$ cat src/rtl/seg_pkg.sv
// Shared definitions for the seven-segment scan driver: segment bit order,
// digit codes, scan-select mapping and the BCD decode helper.
package seg_pkg;

    // Segment patterns are {a,b,c,d,e,f,g,dp}, active low.
    typedef struct packed {
        logic a;
        logic b;
        logic c;
        logic d;
        logic e;
        logic f;
        logic g;
        logic dp;
    } seg_bits_t;

    localparam logic [7:0] SEG_0     = 8'h03;
    localparam logic [7:0] SEG_1     = 8'h9F;
    localparam logic [7:0] SEG_2     = 8'h25;
    localparam logic [7:0] SEG_3     = 8'h0D;
    localparam logic [7:0] SEG_4     = 8'h99;
    localparam logic [7:0] SEG_5     = 8'h49;
    localparam logic [7:0] SEG_6     = 8'h41;
    localparam logic [7:0] SEG_7     = 8'h1F;
    localparam logic [7:0] SEG_8     = 8'h01;
    localparam logic [7:0] SEG_9     = 8'h09;
    localparam logic [7:0] SEG_BLANK = 8'hFF;

    // Scan select value for each digit position, leftmost digit first.
    typedef enum logic [1:0] {
        SCAN_D3 = 2'd0,
        SCAN_D2 = 2'd1,
        SCAN_D1 = 2'd2,
        SCAN_D0 = 2'd3
    } scan_sel_e;

    function automatic logic [7:0] seg_decode(input logic [3:0] digit);
        logic [7:0] pattern;
        case (digit)
            4'd0:    pattern = SEG_0;
            4'd1:    pattern = SEG_1;
            4'd2:    pattern = SEG_2;
            4'd3:    pattern = SEG_3;
            4'd4:    pattern = SEG_4;
            4'd5:    pattern = SEG_5;
            4'd6:    pattern = SEG_6;
            4'd7:    pattern = SEG_7;
            4'd8:    pattern = SEG_8;
            4'd9:    pattern = SEG_9;
            default: pattern = SEG_BLANK;
        endcase
        return pattern;
    endfunction

endpackage

$ cat src/rtl/seg_scan_driver_bcd_to_seg.sv
// Combinational decode of one BCD digit into an active-low segment pattern,
// with blanking and the decimal point applied on top.
module bcd_to_seg
    import seg_pkg::*;
(
    input  logic [3:0] i_digit,
    input  logic       i_blank,
    input  logic       i_dp,
    output logic [7:0] o_seg
);

    seg_bits_t w_pattern;

    // The decimal point is applied after blanking so a blanked digit can still show it.
    always_comb begin
        w_pattern = i_blank ? SEG_BLANK : seg_decode(i_digit);
        if (i_dp) begin
            w_pattern.dp = 1'b0;
        end
    end

    assign o_seg = w_pattern;

endmodule

$ cat src/rtl/seg_scan_driver.sv
// Four-digit seven-segment feeder: double-buffered digit registers, scan
// prescaler, leading-zero blanking and registered segment outputs.
module seg_scan_driver
    import seg_pkg::*;
#(
    parameter int SCAN_DIV = 50000,
    parameter int LZB      = 1
) (
    input  logic        clk,
    input  logic        rst,
    input  logic [15:0] bcd,
    input  logic [3:0]  dp,
    input  logic        load,
    output logic        busy,
    output logic [1:0]  enable,
    output logic [7:0]  q_7,
    output logic [7:0]  q_6,
    output logic [7:0]  q_5,
    output logic [7:0]  q_4
);

    localparam int             PW         = (SCAN_DIV > 1) ? $clog2(SCAN_DIV) : 1;
    localparam logic [PW-1:0]  PRESC_LAST = PW'(SCAN_DIV - 1);
    localparam logic [7:0]     Q_RST_LEAD = (LZB != 0) ? SEG_BLANK : SEG_0;

    logic [PW-1:0] r_presc;
    scan_sel_e     r_scan;
    logic [15:0]   r_pendBcd;
    logic [3:0]    r_pendDp;
    logic [15:0]   r_actBcd;
    logic [3:0]    r_actDp;
    logic          r_busy;
    logic [7:0]    r_q7;
    logic [7:0]    r_q6;
    logic [7:0]    r_q5;
    logic [7:0]    r_q4;

    logic          w_tick;
    logic          w_frameEnd;
    logic [3:0]    w_d3;
    logic [3:0]    w_d2;
    logic [3:0]    w_d1;
    logic [3:0]    w_d0;
    logic          w_blank3;
    logic          w_blank2;
    logic          w_blank1;
    logic [7:0]    w_seg3;
    logic [7:0]    w_seg2;
    logic [7:0]    w_seg1;
    logic [7:0]    w_seg0;

    assign w_tick     = (r_presc == PRESC_LAST);
    assign w_frameEnd = w_tick && (r_scan == SCAN_D0);

    always_ff @(posedge clk) begin
        if (rst) begin
            r_presc <= '0;
        end else if (w_tick) begin
            r_presc <= '0;
        end else begin
            r_presc <= r_presc + PW'(1);
        end
    end

    always_ff @(posedge clk) begin
        if (rst) begin
            r_scan <= SCAN_D3;
        end else if (w_tick) begin
            r_scan <= scan_sel_e'(2'(r_scan + 2'd1));
        end
    end

    // A load landing exactly on the frame boundary bypasses the pending buffer.
    always_ff @(posedge clk) begin
        if (rst) begin
            r_pendBcd <= '0;
            r_pendDp  <= '0;
            r_actBcd  <= '0;
            r_actDp   <= '0;
            r_busy    <= 1'b0;
        end else if (load && w_frameEnd) begin
            r_actBcd <= bcd;
            r_actDp  <= dp;
            r_busy   <= 1'b0;
        end else if (load) begin
            r_pendBcd <= bcd;
            r_pendDp  <= dp;
            r_busy    <= 1'b1;
        end else if (w_frameEnd && r_busy) begin
            r_actBcd <= r_pendBcd;
            r_actDp  <= r_pendDp;
            r_busy   <= 1'b0;
        end
    end

    assign w_d3 = r_actBcd[15:12];
    assign w_d2 = r_actBcd[11:8];
    assign w_d1 = r_actBcd[7:4];
    assign w_d0 = r_actBcd[3:0];

    assign w_blank3 = (LZB != 0) && (w_d3 == 4'd0);
    assign w_blank2 = w_blank3 && (w_d2 == 4'd0);
    assign w_blank1 = w_blank2 && (w_d1 == 4'd0);

    bcd_to_seg u_seg3 (
        .i_digit (w_d3),
        .i_blank (w_blank3),
        .i_dp    (r_actDp[3]),
        .o_seg   (w_seg3)
    );

    bcd_to_seg u_seg2 (
        .i_digit (w_d2),
        .i_blank (w_blank2),
        .i_dp    (r_actDp[2]),
        .o_seg   (w_seg2)
    );

    bcd_to_seg u_seg1 (
        .i_digit (w_d1),
        .i_blank (w_blank1),
        .i_dp    (r_actDp[1]),
        .o_seg   (w_seg1)
    );

    bcd_to_seg u_seg0 (
        .i_digit (w_d0),
        .i_blank (1'b0),
        .i_dp    (r_actDp[0]),
        .o_seg   (w_seg0)
    );

    always_ff @(posedge clk) begin
        if (rst) begin
            r_q7 <= Q_RST_LEAD;
            r_q6 <= Q_RST_LEAD;
            r_q5 <= Q_RST_LEAD;
            r_q4 <= SEG_0;
        end else begin
            r_q7 <= w_seg3;
            r_q6 <= w_seg2;
            r_q5 <= w_seg1;
            r_q4 <= w_seg0;
        end
    end

    assign busy   = r_busy;
    assign enable = r_scan;
    assign q_7    = r_q7;
    assign q_6    = r_q6;
    assign q_5    = r_q5;
    assign q_4    = r_q4;

endmodule

$ cat config.mk
export PLATFORM = sky130hd
export DESIGN_NAME = seg_scan_driver
export DESIGN_NICKNAME = d
export VERILOG_FILES = /design/src/rtl/seg_pkg.sv /design/src/rtl/seg_scan_driver_bcd_to_seg.sv /design/src/rtl/seg_scan_driver.sv
export SDC_FILE = /design/constraint.sdc
export NUM_CORES = 1
export LEC_CHECK = 0
export CORE_MARGIN = 2
export CORE_UTILIZATION = 43
export DETAILED_ROUTE_END_ITERATION = 12
export GPL_TIMING_DRIVEN = 0
export PLACE_DENSITY = 0.66
export REMOVE_ABC_BUFFERS = 1
export SLEW_MARGIN = 20
export SYNTH_ARGS = -nofsm -noshare
export SYNTH_HDL_FRONTEND = slang
export SYNTH_SLANG_ARGS = --single-unit
$ cat constraint.sdc
create_clock -name clk -period 2.7 [get_ports clk]
set_input_delay 0.54 -clock clk [delete_from_list [all_inputs] [get_ports clk]]
set_output_delay 0.54 -clock clk [all_outputs]
set_load 0.03 [all_outputs]
# ---- After elaboration in Yosys (flattened, before gate mapping)
# Memories as Yosys holds them, arrays and structs flattened. A register that Yosys moved wholly into a read port is not among the register bits.
# Cells that the tools add are included.
dict set report totals {
  regBits 70
  input_bits 23
  mem_bits_ro 448
  memories 4
}
dict set report op_classes {
  n_reduce_logical 17
  n_eq_ne 3
  n_addsub 2
  bitwise 1
  muxes 15
}
# name words width read_ports rd_clocked_by_memory_dff wr line
set mem_list {}
lappend mem_list {{(no name shown)} 16 7 1 1 0 seg_pkg.sv:39} ;# case (digit)
lappend mem_list {{(no name shown)} 16 7 1 1 0 seg_pkg.sv:39}
lappend mem_list {{(no name shown)} 16 7 1 1 0 seg_pkg.sv:39}
lappend mem_list {{(no name shown)} 16 7 1 1 0 seg_pkg.sv:39}
# operator n
set ops {}
lappend ops {{$mux 16} 3}
lappend ops {{$add 16x1->16 const B} 1}
lappend ops {{$eq 16x16->1 const B} 1}
lappend ops {{$logic_not 4->1} 3}
lappend ops {{$mux 4} 3}
lappend ops {{$reduce_or 2->1} 5}
lappend ops {{$mux 1} 9}
lappend ops {{$logic_and 1x1->1} 5}
lappend ops {{$reduce_and 2->1} 2}
lappend ops {{$reduce_bool 2->1} 2}
lappend ops {{$add 2x1->2 const B} 1}
lappend ops {{$eq 2x2->1 const B} 1}
lappend ops {{$ne 2x1->1 const B} 1}
lappend ops {{$not 1->1} 1}

# ---- Logic depth before layout (Yosys ltp)
# Gate-level depths: netlist of run 1.
dict set report depth {
  depth_word 6
  mapped_depth 7
  depth_no_buf 6
}

# ---- Hierarchy
# Synthesis of run 1 repeated with hierarchy kept, for this count alone.
dict set report hier_totals {
  hier_cells 535
  hier_area_um2 4556.9
}
# module n_inst cells_per_inst area_each_um2 seq_area_each_um2
set modules_own_cells {}
lappend modules_own_cells {seg_scan_driver 1 399 3601.0 1821.7}
lappend modules_own_cells {bcd_to_seg 4 34 239.0 0.0}

# ---- Worst setup path after synthesis of run 1
# Ideal clock, no wire load.
dict set report synth_timing {
  path_type {reg-to-reg}
  startpoint {reg r_presc[11]}
  endpoint {reg r_presc[10]}
  stages_incl_launch_ff 7
  t_required_ns 2.585
  setup_slack_ns 0.774
  n_path_buf 2
  setup_time_ns 0.115
  arrival_ns 1.811
  period_less_slack_ns 1.926
  cell_sequence {dfxtp_1 > or4_4 > nor4_4 > or2_1 > buf_2 > buf_4 > nor2_1}
}
dict set report synth_between {
  elab_chain_cells 2
}
# element line
set synth_rtl {}
lappend synth_rtl {{start, declared} seg_scan_driver.sv:26} ;# logic [PW-1:0] r_presc;
lappend synth_rtl {{start signal, assigned} seg_scan_driver.sv:61} ;# r_presc <= r_presc + PW'(1);
lappend synth_rtl {{$eq 16x16->1} seg_scan_driver.sv:52} ;# assign w_tick = (r_presc == PRESC_LAST);
lappend synth_rtl {{$reduce_or 2->1 (no source line)} --}
# Every way passes these cells.
# A chain may end at the register's enable or synchronous reset.

# ---- Worst setup path after layout of run 1
dict set report layout_timing {
  startpoint {reg r_busy (netlist: busy)}
  endpoint {out busy}
}
# element line
set layout_lines {}
lappend layout_lines {{start, declared} seg_scan_driver.sv:32} ;# logic r_busy;
lappend layout_lines {{start signal, assigned} seg_scan_driver.sv:80} ;# r_busy <= 1'b0;
lappend layout_lines {{start signal, assigned} seg_scan_driver.sv:84} ;# r_busy <= 1'b0;
lappend layout_lines {{start signal, assigned} seg_scan_driver.sv:88} ;# r_busy <= 1'b1;
lappend layout_lines {{end, declared} seg_scan_driver.sv:14} ;# output logic busy,
# No word-level cell between the ends.

==> results by group, run 1 <==
Run status
  • Outcome: complete, no violations

Clocking
  • H-tree Lvls: 3
  • Clock transition at path regs: 0.09 ns
  • Inserted Clock Buffers: 9
  • Clock root cell: clkbuf_8
  • Clock sinks: 91
  • Worst-Skew Late Latency: 0.35 ns
  • Clock Tree Buf Depth: 2
  • TritonCTS clock tree: yes
  • Hold_buf cts: 0

Detailed routing
  • Detailed-route via count: 3138
  • DR iter-0 viols: 147
  • WL per Instance: 13.5 um
  • Vias per cell: 5.30
  • WL final: 7.98 mm
  • Routed met3 length: 394 um
  • Metal-1 WL: 3.79 mm
  • DRC: 0
  • Antenna Nets Post-Route: 0
  • Highest Signal Layer: met4
  • First drt pass iteration count: 4
  • WL met2: 3.67 mm

STA
  • Worst slew pin tran: 0.829 ns
  • Fin. Hold Viols: 0
  • Slew Limit Fails: 0
  • Crit path time final: 2.43 ns
  • Max Freq: 412 MHz
  • Skew final: 0.0108 ns
  • Worst hold margin: 0.393 ns
  • RSZ-0062 raised after global routing: false
  • Final period utilization: 0.900
  • Setup violators final: 0
  • Slew Limit Headroom: 0.448

Finish
  • Ant. Diodes: 0
  • Layout cells sized above 1: 0.0517
  • Syn-to-layout area delta: 20.7%
  • Fillers: 815
  • Final cell utilization of the core: 0.539
  • Commonest non-fill, non-tap cells in the layout: dfxtp_1, nor2_1, clkdlybuf4s50_1
  • Area taken by multi-input logic gates: 0.00195 sq mm
  • Reg area: 0.00182 sq mm
  • Most common cell after layout, fill and taps aside: dfxtp_1
  • Nets@finish: 524

Logic synthesis
  • Number of enable flip-flop cells after synthesis: 0
  • Synth cell types: 44
  • Synthesized instance count: 436
  • Post-Syn Area: 0.00393 sq mm
  • Asr flop ratio synth: 0
  • Number of synthesized register bits: 91
  • Avg Synthesized Cell Area: 9.02 sq um
  • Synthesis Warnings: 0
  • Top_reg_cell synth: dfxtp_1
  • Post-synthesis sequential area ratio: 0.463

Power
  • P_int: 1890 uW
  • Clock Power Share: 0.380
  • Logic pwr share: 0.057
  • P per Cell Area: 517 mW/mm^2
  • Net switching power: 568 uW
  • Sw Ratio: 0.231
  • Pleak: 0.00177 uW
  • VDD IR max: 0.345 mV
  • Register share of total power: 0.563

Die
  • Die Y: 99.6 um
  • Core Area: 0.00881 sq mm
  • Ports: 58
  • Rows: 34
  • Die Area: 0.00992 sq mm
  • Die width: 99.6 um
  • Starting Density: 0.446

Critical path
  • CP startpoint kind: register
  • Crit path DAT: 1.89 ns
  • Slowest CP cell: clkdlybuf4s50_1
  • Critical path peak fanout: 17
  • Worst Path Class, Setup: register to primary output
  • Critical-path cell list: clkdlybuf4s50_1
  • CP Data Required Time: 2.16 ns
  • Delay-heaviest family, CP: buffers and inverters
  • CP peak stage delay: 0.79 ns
  • R2r worst-path depth: 5
  • WP depth: 1
  • WP buf/inv: 1
  • Crit. End Element: primary output

Placed design
  • RD Place Congestion: 0.835
  • PortBufs: 57
  • Hpwl dp: 5.37 mm

Global route
  • Vias in the first global route: 2872
  • Initial antenna violation count: 0
  • First-pass GRT wire length: 13.6 mm
  • Total grt overflow: 0
  • Largest net degree at the start of global routing: 38
  • Gr usage total: 0.168

Hold path
  • Worst Hold Class: register to register
  • Hold path depth: 1

Job
  • Number of max-cap violations: 0
## cell families (layout without fill, tap and decap cells)
family / count (synthesis) / after routing / share of synthesized area
xor gates and xnor gates: 15 / 15 / 0.0334
buffers and inverters: 42 / 90 / 0.0442
adders and majority gates: 22 / 22 / 0.0700
AOI/OAI and AO/OA: 94 / 94 / 0.155
muxes: 22 / 22 / 0.0560
DFF: 91 / 91 / 0.463
and+or+nand+nor: 150 / 150 / 0.178
## power by group through the flow
stage | registers, uW | logic, uW | clock network (uW)
3_5_place_dp | 1410 | 139 | 0
3_3_place_gp | 1410 | 138 | 0
5_1_grt | 1390 | 155 | 1020
4_1_cts | 1380 | 140 | 958
6_report | 1380 | 139 | 932
2_1_floorplan | 1410 | 65.7 | 0
## timing repair
action,CTS,global route
resized for setup,0,1
endpoints found under the setup margin,0,20
hold endpoints to repair,0,0
setup buffers,0,0
## cell type report
cell class / count / share of cell area
Clock buffer: 11 / 0.0298
Clock inverter: 5 / 0.0127
Inverter: 15 / 0.0119
Multi-Input combinational cell: 303 / 0.411
Sequential cell: 91 / 0.384
Tap cell: 108 / 0.0285
Timing Repair Buffer: 59 / 0.122
## Yosys cell counts, types with 2 or more instances
cell	count	area share
and2_1	4	0.0064
clkbuf_1	17	0.016
xor2_1	6	0.013
o21ai_0	21	0.027
a31oi_1	5	0.0080
and3_1	3	0.0048
nand2b_1	4	0.0064
nor4_1	2	0.0032
nor2b_1	5	0.0080
o311ai_0	2	0.0045
nand3_1	8	0.010
o2bb2ai_1	16	0.036
inv_1	15	0.014
xnor2_1	9	0.020
a21oi_1	27	0.034
buf_2	4	0.0051
buf_4	3	0.0057
mux2i_1	22	0.056
nand4_1	8	0.013
nor2_1	64	0.061
a22oi_1	6	0.011
o211ai_1	2	0.0038
dfxtp_1	91	0.46
ha_1	22	0.070
o22ai_1	4	0.0064
buf_1	3	0.0029
nand2_1	37	0.035
a211oi_1	5	0.0095
nor3_1	6	0.0076
## path summary, 6_finish.rpt
check                                                   to  slack, ns               startpoint
worst max register to register  r_pendBcd[13]$_SDFFE_PP0P_       0.31    r_presc[5]$_SDFF_PP0_
worst min-delay path                     q_6[0]$_SDFF_PP1_       0.39  r_actDp[2]$_SDFFE_PP0P_
worst min register to register           q_6[0]$_SDFF_PP1_       0.39  r_actDp[2]$_SDFFE_PP0P_
worst max-delay path                                  busy       0.27        busy$_SDFFE_PP0P_
## routing by layer
layer | global-route usage | vias to the layer above
met3 | 0.0422 | 10
li1 | - | 1593
met4 | 0.0527 | 0
met2 | 0.272 | 75
met1 | 0.221 | 1460
met5 | 0 | -
## stage by stage
step	instance area (sq um)	setup TNS (ns)	worst slack [ns]	cells	power (uW)
2_1_floorplan	3810	-8.88	-0.444	409	1480
3_5_place_dp	4540	0	0.0446	576	1550
5_1_grt	4750	0	0.141	592	2560
6_report	4750	0	0.271	592	2450
3_3_place_gp	4520	-49.49	-1.18	574	1550
4_1_cts	4740	0	0.0146	592	2480
## sequential cells by signal, summed over array words and instances (netlist names)
| register | flops |
|---|---|
| r_actDp | 4 |
| q_7 | 8 |
| r_presc | 16 |
| r_pendDp | 4 |
| q_4 | 8 |
| r_pendBcd | 16 |
| q_6 | 8 |
| busy | 1 |
| q_5 | 8 |
| enable | 2 |
| r_actBcd | 16 |
No activity file was read; power rests on OpenSTA's default activity.
==> inputs of run 2 (changes only) <==
--- a/config.mk
+++ b/config.mk
@@ -11,7 +11,6 @@
 export GPL_TIMING_DRIVEN = 0
 export PLACE_DENSITY = 0.66
 export REMOVE_ABC_BUFFERS = 1
-export SLEW_MARGIN = 20
 export SYNTH_ARGS = -nofsm -noshare
 export SYNTH_HDL_FRONTEND = slang
 export SYNTH_SLANG_ARGS = --single-unit
==> run 2 against run 1 <==
Against the previous run: combinational power is essentially flat; count of clock-buffer cells in the layout is the same; critical path type unchanged; utilization grew 0.26 points; non-clock buffer count grew 3; worst hold slack gained 0.00069 ns; first-iteration DRC count shrank 29%; sequential power is essentially flat; clock power shrank 1%; critical path depth is the same; clock skew shrank 0.0020 ns; maximum frequency grew 0.21%; via count shrank 0.13%.
==> results by group, run 2 (synthesis results as in run 1) <==
Critical path
  • CP Data Required Time: 2.16 ns
  • Slowest CP cell: clkdlybuf4s50_1
  • Crit path DAT: 1.88 ns
  • CP peak stage delay: 0.79 ns
  • Worst R2R Setup Slack: 0.33 ns
  • Worst Path Class, Setup: register to primary output
  • CP startpoint kind: register
  • Delay-heaviest family, CP: buffers and inverters
  • Critical-path cell list: clkdlybuf4s50_1
  • Crit. End Element: primary output
  • Critical path peak fanout: 17
  • WP buf/inv: 1

Finish
  • Ant. Diodes: 0
  • Layout cells sized above 1: 0.0575
  • Commonest non-fill, non-tap cells in the layout: dfxtp_1, nor2_1, clkdlybuf4s50_1
  • Filler-free cell count of the finished design: 595
  • Fillers: 803
  • Syn-to-layout area delta: 21.3%
  • Cell area after layout: 0.00477 sq mm
  • Nets@finish: 527
  • Most common cell after layout, fill and taps aside: dfxtp_1
  • Top Registers: r_actBcd x16, r_pendBcd x16, r_presc x16

Global route
  • Largest net degree at the start of global routing: 38
  • First-pass GRT wire length: 13.5 mm
  • Gr usage total: 0.166
  • Vias in the first global route: 2892
  • Initial antenna violation count: 0
  • Total grt overflow: 0

STA
  • Max Freq: 412 MHz
  • Crit path time final: 2.42 ns
  • Worst setup margin: 0.276 ns
  • Setup violators final: 0
  • Fin. Hold Viols: 0
  • Slew Limit Headroom: 0.455
  • Final period utilization: 0.898
  • Worst slew pin tran: 0.818 ns
  • Slew Limit Fails: 0
  • RSZ-0062 raised after global routing: false
  • Worst hold margin: 0.393 ns
  • Skew final: 0.00887 ns

Placed design
  • Placement Setup Slack: -0.430 ns
  • RD Place Congestion: 0.835
  • PortBufs: 57
  • DP Cell Count: 575
  • Hpwl dp: 5.36 mm
  • Placed cell area: 0.00454 sq mm

Die
  • Die width: 99.6 um
  • Ports: 58
  • Die Area: 0.00992 sq mm
  • Starting Density: 0.446
  • Core Area: 0.00881 sq mm
  • Die Y: 99.6 um
  • Rows: 34

Clocking
  • Clock sinks: 91
  • Clock root cell: clkbuf_8
  • H-tree Lvls: 3
  • Clock Tree Buf Depth: 2
  • Worst-Skew Late Latency: 0.35 ns
  • TritonCTS clock tree: yes
  • Hold_buf cts: 0
  • Inserted Clock Buffers: 9
  • Clock transition at path regs: 0.09 ns

Job
  • Number of max-cap violations: 0

Detailed routing
  • Antenna Nets Post-Route: 0
  • Vias per cell: 5.27
  • WL final: 7.82 mm
  • First drt pass iteration count: 4
  • DR iter-0 viols: 104
  • Detailed-route via count: 3134
  • WL per Instance: 13.1 um
  • DRC: 0

Power
  • P per Cell Area: 513 mW/mm^2
  • Overall power: 2450 uW
  • Pleak: 0.00178 uW
  • VDD IR max: 0.240 mV

Hold path
  • Worst Hold Class: register to register

Run status
  • Outcome: complete, no violations
run 2: worst paths after layout:
kind,startpoint,endpoint,cells past startpoint
hold reg to reg,r_actDp[2]$_SDFFE_PP0P_,q_6[0]$_SDFF_PP1_,1
setup / recovery,busy$_SDFFE_PP0P_,busy,1
hold / removal,r_actDp[2]$_SDFFE_PP0P_,q_6[0]$_SDFF_PP1_,1
setup reg to reg,r_presc[5]$_SDFF_PP0_,r_actBcd[2]$_SDFFE_PP0P_,4
run 2: power breakdown:
group / leakage (uW) / internal (uW) / switching [uW]
Combinational: 0.000941 / 67.7 / 74.4
Sequential: 0.000739 / 1360 / 17.9
Clock: 0.0000999 / 457 / 465
Total: 0.00178 / 1890 / 557
run 2: stage by stage:
stage,TNS [ns],utilization
final,0,0.541
after floorplan,-8.88,-
after detailed placement,-13.51,0.515
after global placement,-49.49,0.513
after CTS,0,0.538
after global routing,0,0.541
run 2: final cells by class:
class	count	area [sq um]	share of cell area
Clock buffer	11	141	0.0297
Timing Repair Buffer	62	602	0.126
Tap cell	108	135	0.0283
Multi-Input combinational cell	303	1950	0.409
Inverter	15	56.3	0.0118
Clock inverter	5	60.1	0.0126
Sequential cell	91	1820	0.382
run 2: per-layer routing:
layer  vias up  track usage  share of wire  wire length [um]
met5         -            0              0                 0
li1       1602            -              -                 -
met3         7       0.0387          0.046               363
met4         0       0.0558          0.014               113
met2        59        0.274           0.47              3660
met1      1466        0.215           0.47              3680
run 2: repair_timing:
action,in CTS,in global routing
setup buffers,0,4
resized for setup,1,1
endpoints found under the setup margin,27,23
cloned,0,0
pin swaps,0,1
==> RTL edit, RTL diff (config.mk and constraints of run 2) <==
Put one more register stage on the output `q_5`, without a reset. The value now appears one clock later. The other outputs are not delayed to match.
--- a/src/rtl/seg_scan_driver.sv
+++ b/src/rtl/seg_scan_driver.sv
@@ -150,3 +150,5 @@
     assign q_6    = r_q6;
-    assign q_5    = r_q5;
+    always_ff @(posedge clk) begin
+        q_5 <= r_q5;
+    end
     assign q_4    = r_q4;
Check against the original RTL: not equivalent (a bounded check fails within 4 cycles, from zero or initial values and one cycle with rst high).
==> RTL edit against run 2 <==
  * Register-to-register slack got worse by 0.09 ns
  * Sequential cell count is 8 higher
  * Synthesized cell count up 5.0%
  * Utilization is 1.7 points lower
  * Cell area grew 5.5%
  * Routed wire length is 6.2% higher
  * Power up 4.5%
  * Die area rose by 6.4%
  * Count of clock-buffer cells in the layout down 1
  * Sequential power grew 9%
  * Worst setup slack got worse by 0.038 ns
  * Area after synthesis is 6.6% higher
  * Largest power group unchanged
==> RTL edit: results (changes against run 2) <==
\begin{tabular}{lr}
\hline
Metric & Value \\
\hline
\multicolumn{2}{l}{\textbf{Outcome}} \\
\quad Run status & complete, no violations \\
\multicolumn{2}{l}{\textbf{Critical path}} \\
\quad Kind of end point of the critical path & flip-flop \\
\quad Library cell contributing the largest single delay on the critical path & o41ai\_4 \\
\quad Critical R2R Capture & r\_pendBcd[4] \\
\quad Count of cells along the worst register-to-register path & 6 (+2) \\
\quad Largest delay share family, worst path & compound AO/OA/AOI/OAI gates \\
\multicolumn{2}{l}{\textbf{Yosys}} \\
\quad Number of distinct library cells after synthesis & 47 (+6.8\%) \\
\quad Average size of a mapped cell & 9.15 sq um (+1.5\%) \\
\quad Proportion of synthesized chip area in sequential cells & 47.3\% (+0.94 points) \\
\multicolumn{2}{l}{\textbf{Place}} \\
\quad Post-Place Setup Slack & -0.829 ns (-0.399 ns) \\
\quad Final estimated routing congestion in global placement & 0.878 (+5.2\%) \\
\quad Instance area after placement & 0.00482 sq mm (+6.2\%) \\
\multicolumn{2}{l}{\textbf{Global routing}} \\
\quad Total GRT Usage & 16.7\% (+0.11 points) \\
\quad Pin count of the biggest net entering global routing & 43 (+13\%) \\
\quad Met3 track demand over resource & 5.02\% (+1.2 points) \\
\multicolumn{2}{l}{\textbf{Finish}} \\
\quad Multi-input comb cells & 317 (+4.6\%) \\
\quad Count of buffers not belonging to the clock network in the layout & 64 (+3.2\%) \\
\quad Footprint of the multi-input gates & 0.00202 sq mm (+3.5\%) \\
\quad Fraction of final layout cells with drive strength greater than 1 & 7.06\% (+1.3 points) \\
\quad Layout clock area frac & 3.63\% (-0.59 points) \\
\multicolumn{2}{l}{\textbf{Power}} \\
\quad Standby leakage power & 1.88 nW (+5.7\%) \\
\multicolumn{2}{l}{\textbf{Clocking}} \\
\quad Post-CTS setup buffers & 5 (+5) \\
\quad Clock latency on the worst-skew pair & 0.37 ns (+0.02 ns) \\
\multicolumn{2}{l}{\textbf{Timing}} \\
\quad Layout Skew & 0.0134 ns (+0.00457 ns) \\
\multicolumn{2}{l}{\textbf{Routing}} \\
\quad Vias per std cell & 5.05 (-4.0\%) \\
\multicolumn{2}{l}{\textbf{Die}} \\
\quad Core area & 0.00959 sq mm (+9.0\%) \\
\hline
\end{tabular}
RTL edit: cell count changes after synthesis, moves of 3 or more:
cell / run 2 / this run
o21bai_1: 0 / 4
dfxtp_1: 91 / 99
a21oi_1: 27 / 37
o22ai_1: 4 / 0
buf_2: 4 / 1
buf_6: 0 / 4
clkbuf_1: 17 / 20
nand2_1: 37 / 43
a22oi_1: 6 / 2
RTL edit: per-layer routing:
layer	share of wire (%)	vias up	routed length (um)
li1	-	1668	-
met2	47	54	3900
met3	4.1	9	338
met4	1.3	0	110
met1	48	1519	3950
met5	0	-	0
RTL edit: cell families after synthesis:
group | count (synthesis) | share of synthesized area, %
DFF | 99 | 47.3
muxes | 21 | 5.01
xor gates and xnor gates | 15 | 3.13
buffers and inverters | 42 | 4.60
AOI/OAI and AO/OA | 100 | 15.5
and+or+nand+nor | 159 | 17.9
adders and majority gates | 22 | 6.57
